===== src/rtl/dm_arb_pkg.sv =====
// dm_arb_pkg: shared defaults, FSM state type and master request bundle for dm_arbiter.
//   DM_AW / DM_DW  default word-address and data widths of the 128x32 data memory
//   dm_arb_state_t IDLE, LOCK0 (master 0 owns the memory), LOCK1 (master 1 owns it)
//   dm_arb_req_t   one master's request bundle (req, we, lock, addr, wdata)
package dm_arb_pkg;
  localparam int DM_AW = 7;
  localparam int DM_DW = 32;
  typedef enum logic [1:0] {
    IDLE  = 2'd0,
    LOCK0 = 2'd1,
    LOCK1 = 2'd2
  } dm_arb_state_t;
  typedef struct packed {
    logic             req;
    logic             we;
    logic             lock;
    logic [DM_AW-1:0] addr;
    logic [DM_DW-1:0] wdata;
  } dm_arb_req_t;
endpackage


===== src/rtl/dm_arb_lock_timer.sv =====
// dm_arb_lock_timer: counts cycles a lock has been held and flags the forced-release cycle.
//   clk, rst  clock and synchronous active-high reset
//   i_clr     lock entered this cycle; restart the count
//   i_run     arbiter currently in a locked state
//   o_exp     this locked cycle is the LOCK_MAX-th since lock entry; lock must be released
module dm_arb_lock_timer #(
  parameter int LOCK_MAX = 16
) (
  input  logic clk,
  input  logic rst,
  input  logic i_clr,
  input  logic i_run,
  output logic o_exp
);
  localparam int CW = $clog2(LOCK_MAX);
  // r_cnt holds locked cycles already completed, so it reads LOCK_MAX-1 in the LOCK_MAX-th one
  logic [CW-1:0] r_cnt;
  assign o_exp = i_run && (r_cnt == CW'(LOCK_MAX - 1));
  always_ff @(posedge clk) begin
    if (rst || i_clr) r_cnt <= '0;
    else if (i_run && !o_exp) r_cnt <= r_cnt + CW'(1);
  end
endmodule


===== src/rtl/dm_arbiter.sv =====
// dm_arbiter: two-master arbiter for the single-port data memory with lock and lock timeout.
//   clk, rst                     clock, synchronous active-high reset
//   mN_req/we/addr/wdata/lock    master N request (0 = CPU MEM stage, 1 = debug/loader)
//   mN_gnt                       access accepted this cycle (combinational)
//   mN_rvalid / mN_rdata         read data for master N, one cycle after its read grant
//   dm_addr/rd/wr/wdata          memory port; addr/wdata hold their last value when idle
//   dm_rdata                     memory read data, valid the cycle after dm_rd
// Build option: define DM_ARB_RR_EN for round-robin contention; default is fixed priority
// to master 0.
module dm_arbiter
  import dm_arb_pkg::*;
#(
  parameter int AW       = DM_AW,
  parameter int DW       = DM_DW,
  parameter int LOCK_MAX = 16
) (
  input  logic          clk,
  input  logic          rst,
  input  logic          m0_req,
  input  logic          m0_we,
  input  logic [AW-1:0] m0_addr,
  input  logic [DW-1:0] m0_wdata,
  input  logic          m0_lock,
  output logic          m0_gnt,
  output logic          m0_rvalid,
  output logic [DW-1:0] m0_rdata,
  input  logic          m1_req,
  input  logic          m1_we,
  input  logic [AW-1:0] m1_addr,
  input  logic [DW-1:0] m1_wdata,
  input  logic          m1_lock,
  output logic          m1_gnt,
  output logic          m1_rvalid,
  output logic [DW-1:0] m1_rdata,
  output logic [AW-1:0] dm_addr,
  output logic          dm_rd,
  output logic          dm_wr,
  output logic [DW-1:0] dm_wdata,
  input  logic [DW-1:0] dm_rdata
);
  dm_arb_state_t r_state, w_state_nxt;
  logic          w_exp, w_open, w_owner, w_pri, w_g0, w_g1, w_entry;
  logic          r_pri, r_rv0, r_rv1;
  logic [AW-1:0] r_addr;
  logic [DW-1:0] r_wdata;

  dm_arb_lock_timer #(.LOCK_MAX(LOCK_MAX)) u_timer (
    .clk   (clk),
    .rst   (rst),
    .i_clr (w_entry),
    .i_run (r_state != IDLE),
    .o_exp (w_exp)
  );

  // An expiring lock arbitrates like IDLE in the same cycle, favouring the non-owner.
  assign w_owner = (r_state == LOCK1);
  assign w_open  = (r_state == IDLE) || w_exp;
  assign w_pri   = w_exp ? ~w_owner : r_pri;
  assign w_g0    = !rst && m0_req && (w_open ? (!m1_req || !w_pri) : (r_state == LOCK0));
  assign w_g1    = !rst && m1_req && (w_open ? (!m0_req ||  w_pri) : (r_state == LOCK1));
  assign w_entry = w_open && ((w_g0 && m0_lock) || (w_g1 && m1_lock));
  assign w_state_nxt = w_g0  ? (m0_lock ? LOCK0 : IDLE) :
                       w_g1  ? (m1_lock ? LOCK1 : IDLE) :
                       w_exp ? IDLE : r_state;

  assign m0_gnt    = w_g0;
  assign m1_gnt    = w_g1;
  assign m0_rvalid = r_rv0 && !rst;
  assign m1_rvalid = r_rv1 && !rst;
  assign m0_rdata  = dm_rdata;
  assign m1_rdata  = dm_rdata;
  assign dm_rd     = (w_g0 && !m0_we) || (w_g1 && !m1_we);
  assign dm_wr     = (w_g0 &&  m0_we) || (w_g1 &&  m1_we);
  assign dm_addr   = rst ? '0 : w_g0 ? m0_addr  : w_g1 ? m1_addr  : r_addr;
  assign dm_wdata  = rst ? '0 : w_g0 ? m0_wdata : w_g1 ? m1_wdata : r_wdata;

  always_ff @(posedge clk) begin
    if (rst) begin
      r_state <= IDLE;
      r_rv0   <= 1'b0;
      r_rv1   <= 1'b0;
      r_addr  <= '0;
      r_wdata <= '0;
    end else begin
      r_state <= w_state_nxt;
      r_rv0   <= w_g0 && !m0_we;
      r_rv1   <= w_g1 && !m1_we;
      r_addr  <= dm_addr;
      r_wdata <= dm_wdata;
    end
  end

  // r_pri names the master that wins the next contention. Round-robin points it away from
  // the last grantee; fixed priority keeps it at 0 except for one arbitration after a
  // forced release.
  always_ff @(posedge clk) begin
    if (rst) r_pri <= 1'b0;
`ifdef DM_ARB_RR_EN
    else if (w_g0 || w_g1) r_pri <= w_g0;
`else
    else if (w_g0 || w_g1) r_pri <= 1'b0;
`endif
    else if (w_exp) r_pri <= ~w_owner;
  end
endmodule


===== config.mk =====
export PLATFORM = sky130hd
export DESIGN_NAME = dm_arbiter
export DESIGN_NICKNAME = d
export VERILOG_FILES = /design/src/rtl/dm_arb_pkg.sv /design/src/rtl/dm_arb_lock_timer.sv /design/src/rtl/dm_arbiter.sv
export SDC_FILE = /design/constraint.sdc
export NUM_CORES = 1
export LEC_CHECK = 0
export ABC_AREA = 1
export ABC_CLOCK_PERIOD_IN_PS = 5400
export CAP_MARGIN = 0
export CORE_ASPECT_RATIO = 0.5
export CORE_UTILIZATION = 39
export DETAILED_ROUTE_END_ITERATION = 16
export GPL_TIMING_DRIVEN = 1
export PLACE_DENSITY = 0.95
export SLEW_MARGIN = 20
export SYNTH_ARGS = -nofsm -noshare
export SYNTH_HDL_FRONTEND = slang
export SYNTH_HIERARCHICAL = 1
export SYNTH_SLANG_ARGS = --single-unit

===== constraint.sdc =====
create_clock -name clk -period 5.4 [get_ports clk]
set_input_delay 1.08 -clock clk [delete_from_list [all_inputs] [get_ports clk]]
set_output_delay 1.08 -clock clk [all_outputs]
set_load 0.02 [all_outputs]

---- Word level (Yosys, flattened, before mapping) ----
Cells that the tools add are included.
storage, ports and cells
  register bits ........................... 48
  input port bits ......................... 118
  output and inout port bits .............. 109
  word-level logic and storage cells ...... 60
cells by class
  $add $sub $neg .......................... 1
  equality and inequality tests ........... 3
  muxes and demuxes ....................... 14
  bitwise operators ....................... 1
  reductions and logical operators ........ 34
operator list
  cell                 count
  $mux 32              3
  $mux 7               3
  $logic_and 1x1->1    15
  $logic_or 1x1->1     8
  $mux 2               4
  $logic_not 1->1      7
  $add 4x1->4 const B  1
  $eq 4x4->1 const B   1
  $mux 1               4
  $reduce_bool 3->1    1
  $eq 2x1->1 const B   1
  $eq 2x2->1 const B   1
  $logic_not 2->1      1
  $reduce_bool 2->1    1
  $reduce_or 2->1      1
  $not 1->1            1

---- Longest topological paths before layout ----
  depth after elaboration ................. 11
  mapped depth ............................ 14
  depth with buffers taken out ............ 13

---- By module ----
The synthesis kept the hierarchy.
by module, submodules not included
  module             instances  cells an instance  area each (µm²)  seq. area each (µm²)
  dm_arbiter         1          491                3164.3           880.8
  dm_arb_lock_timer  1          31                 209.0            80.1

---- Worst setup path after synthesis ----
Ideal clock, no wire load.
  kind .................................... input port to output port
  start ................................... input port m1_req
  end ..................................... output port dm_wr
  arrival ................................. 2.086 ns
  required time ........................... 4.320 ns
  slack ................................... 2.234 ns
  stages .................................. 7
  path buffers ............................ 1
  cell sequence ........................... inv_1 nor3_4 buf_2 nand2_1 inv_1 nand2_1 nand2_1
on the way
  elaborated cells between the ends (all ways) .. 9
  classes of those cells .................. 1 x mux; 8 x reduce/logical
RTL lines
  element                         RTL line          RTL
  start: declaration              dm_arbiter.sv:27  input logic m1_req,
  $logic_and 1x1->1 (2 in a row)  dm_arbiter.sv:60  assign w_g1 = !rst && m1_req && (w_open ? (!m0_req || w_pri) : (r_state == LOCK1));
  net m1_gnt                      dm_arbiter.sv:32  output logic m1_gnt,
  $logic_and 1x1->1               dm_arbiter.sv:73  assign dm_wr = (w_g0 && m0_we) || (w_g1 && m1_we);
  $logic_or 1x1->1                dm_arbiter.sv:73
  end: declaration                dm_arbiter.sv:37  output logic dm_wr,
The timed path passes the listed nets, and every way through them passes these cells.

---- Final worst setup path ----
  start ................................... input port rst
  end ..................................... output port dm_addr[6]
on the way
  cells in the longest elaborated chain, start to end .. 6
  elaborated cells between the ends (all ways) .. 8
  classes of those cells .................. 3 x mux; 5 x reduce/logical
ends and longest elaborated chain
  element                         RTL line                            RTL
  start: declaration              dm_arbiter.sv:18                    input logic rst,
  $logic_not 1->1                 dm_arbiter.sv:59, dm_arbiter.sv:60
  $logic_and 1x1->1 (2 in a row)  dm_arbiter.sv:60
  $mux 7 (2 in a row)             dm_arbiter.sv:74                    assign dm_addr = rst ? '0 : w_g0 ? m0_addr : w_g1 ? m1_addr : r_addr;
  $mux 7 *                        dm_arbiter.sv:74
  end: declaration                dm_arbiter.sv:35                    output logic [AW-1:0] dm_addr,
Mark *: on every way between the ends. The rest lies on a longest branch, timed or not.

==> metrics.md <==
| Metric | Value |
|---|---|
| Status | `completed` |
| CP startpoint kind | `input port` |
| WL/cell | `13.0 um` |
| Initial antenna violation count | `0` |
| Worst Path Max Fanout | `30` |
| Clock network power share | `0.304` |
| CTS resizes | `0` |
| Sw frac | `0.314` |
| Multi-input logic area | `0.00155 mm^2` |
| Synth Net Count | `~640` |
| Hold WC Path Type | `reg -> reg` |
| Largest net degree at the start of global routing | `63` |
| Site row count | `23` |
| Mapped cell area | `0.00337 mm^2` |
| Max Cap Violations | `0` |
| Ys flop type | `dfxtp_1` |
| Total GRT Usage | `0.184` |
| Hold_buf cts | `0` |
| I/O pin total | `227` |
| H-tree levels | `2` |
| R2R Setup Slk | `2.70 ns` |
| Slew margin rel. | `0.601` |
| Starting DRT DRC Count | `169` |
| Setup TNS | `0 ns` |
| Clock Tree Root | `clkbuf_16` |
| Worst Skew | `0.00679 ns` |
| Seq/Total Area, Yosys | `0.285` |
| DRT Wirelength | `8910 um` |
| Worst path arrival time | `between 3 and 4 ns` |
| Vias | `3290` |
| Synth Instances | `around 520` |
| Postcts setup bufs | `0` |
| Final setup margin | `0.673 ns` |
| Fmax | `~210 MHz` |
| Top-area cell type share of the netlist area | `0.285` |
| Drt drc | `0` |
| PwrDens | `236 mW/mm^2` |
| Yosys reg bits | `48` |
| Number of fill cells | `about 730` |
| Register-to-Register Path Depth | `12` |
| Core Region | `about 0.008 mm^2` |
| PortBufs | `130` |
| Internal | `between 700 and 800 uW` |
| DP Wirelength | `approximately 6500 um` |
| Pwr Total | `1030 uW` |
| Final setup vio count | `0` |
| Top cells by count, synth | `95 x nor2_1, 64 x buf_4, 53 x nand2_1, 52 x inv_1, 48 x dfxtp_1` |
| Sw Pwr | `325 uW` |
| Diodes inserted | `0` |
| Comb pwr share | `0.320` |
| RSZ-0062 raised after global routing | `false` |
| Mean Syn Cell Area | `around 6.5 um^2` |
| Max-slew violation count | `0` |
| Sequential Power Share | `0.376` |
| CTS Buf Count | `5` |
| Routability Congestion | `between 0.8 and 0.9` |
| R2R Path Start | `u_timer/r_cnt[0]` |
| Worst IR drop on VDD | `around 0.12 mV` |
| Design Area, Final | `0.00438 mm^2` |
| Yosys warns | `6` |
| CTS tree | `built` |
| Initial DRT Pass Iterations | `5` |
| Async S/R FF share, synth | `0` |
| Worst setup EP type | `output port` |
| First-pass GRT wire length | `13300 um` |
| Post-place setup slack | `approximately 0.65 ns` |
| Initial Utilization | `0.411` |
| Reg area | `961 um^2` |
| Worst-Margin Slew | `slightly below 0.6 ns` |
| Area grow syn2layout | `29.8%` |
| Hold depth | `2` |
| Final cell utilization of the core | `0.534` |
| Vias per Instance | `between 4 and 5` |
| Required @ worst endpoint | `between 4 and 5 ns` |
| Layout cells sized above 1 | `0.110` |
| LEAKAGE | `roughly 0.0018 uW` |
| WS Path Type | `in -> out` |
| Final nets | `692` |
| Hold Startpoint | `u_timer/r_cnt[3]` |
| Endpoint, Worst Hold | `u_timer/r_cnt[3]` |
| Synth area leaders | `dfxtp_1 28%, buf_4 14%, nor2_1 11%` |
| Clock-pin slew on the worst setup and hold paths | `0.07 ns` |
| Post-route clock period utilization | `0.875` |
| Sink Count | `48` |
| Maximum root-to-sink buffer count | `2` |
| Vias in the first global route | `roughly 3000` |
| Total gr overflow | `0` |
| Clk_lat worst skew | `about 0.29 ns` |
| Number of synthesized flops with an enable pin | `0` |
| Die Height | `around 68 um` |
| Count of cell types in the netlist | `23` |
| Antenna-violating nets left | `0` |
| R2r endpoint | `u_timer/r_cnt[2]` |
| Tmin final | `4.73 ns` |
| Leading area contributor after synthesis | `dfxtp_1` |
| Most common cell in the netlist | `nor2_1` |
| Die X | `roughly 130 um` |
| Cell Area, Placed | `about 0.0042 mm^2` |
| Die Area | `0.00905 mm^2` |
| Fin. Hold Viols | `0` |
[placed cells by master, fill, tap and decap left out, drive strengths merged]
cell and count:
a21boi 1, a21oi 42, a31oi 1, and3 1, buf 7, clkbuf 5, clkdlybuf4s50 130, clkinv 1
clkinvlp 2, dfxtp 48, ha 1, inv 54, nand2 56, nand3 46, nand4 2, nor2 134
nor3 1, o21ai 41, o22ai 1
[through the flow]
stage	hold slack, ns	std cells
2_1_floorplan	0.491	522
3_3_place_gp	0.503	678
3_5_place_dp	0.513	678
4_1_cts	0.523	686
5_1_grt	0.547	686
6_report	0.526	686
[cell type report]
type / instances / share of cell area
tap: 112 / 0.0320
multi-input combinational: 327 / 0.353
sequential: 48 / 0.219
clock buffer: 5 / 0.0286
clock inverter: 3 / 0.00543
inverter: 54 / 0.0463
timing repair buffer: 137 / 0.315
[flip-flops by register name, indices dropped and copies added (netlist names)]
signal,flops
r_rv0,1
r_pri,1
u_timer/r_cnt,4
r_wdata,32
r_rv1,1
r_addr,7
r_state,2
[power by group through the flow]
stage / combinational [uW] / clock (uW) / sequential (uW)
2_1_floorplan: 259 / 0 / 395
3_3_place_gp: 322 / 0 / 396
3_5_place_dp: 329 / 0 / 398
4_1_cts: 332 / 322 / 389
5_1_grt: 360 / 339 / 392
6_report: 331 / 314 / 389
[kinds of logic (layout without fill, tap and decap cells)]
group / Yosys count / after routing / synth area share
buf+inv: 147 / 199 / 0.257
flops: 48 / 48 / 0.285
simple gates: 240 / 240 / 0.326
compound gates: 86 / 86 / 0.129
fa+ha+maj: 1 / 1 / 0.00371
[worst max path at each step]
stage                              end   start  cells past startpoint
after global placement    dm_wdata[27]     rst                      8
after detailed placement    dm_addr[6]     rst                      8
final                       dm_addr[6]     rst                      8
after global routing      dm_wdata[29]     rst                      8
after CTS                   dm_addr[6]     rst                      8
after floorplan                  dm_wr  m1_req                      7
[per-layer routing]
metal  vias up  track usage  wire length, um
li1       1676            -                -
met2       115        0.345             4570
met3        31       0.0443              605
met5         -            0                0
met4         0       0.0852              207
met1      1468        0.203             3520
[worst max-delay path, cell delays in order]
cell and delay (ns):
clkdlybuf4s50_1 0.67, inv_2 0.07, and3_4 0.18, nand2_2 0.44, buf_4 0.31, o21ai_0 0.13
nor2_1 0.14, clkdlybuf4s50_1 0.62
(Power assumes the default switching activity.)
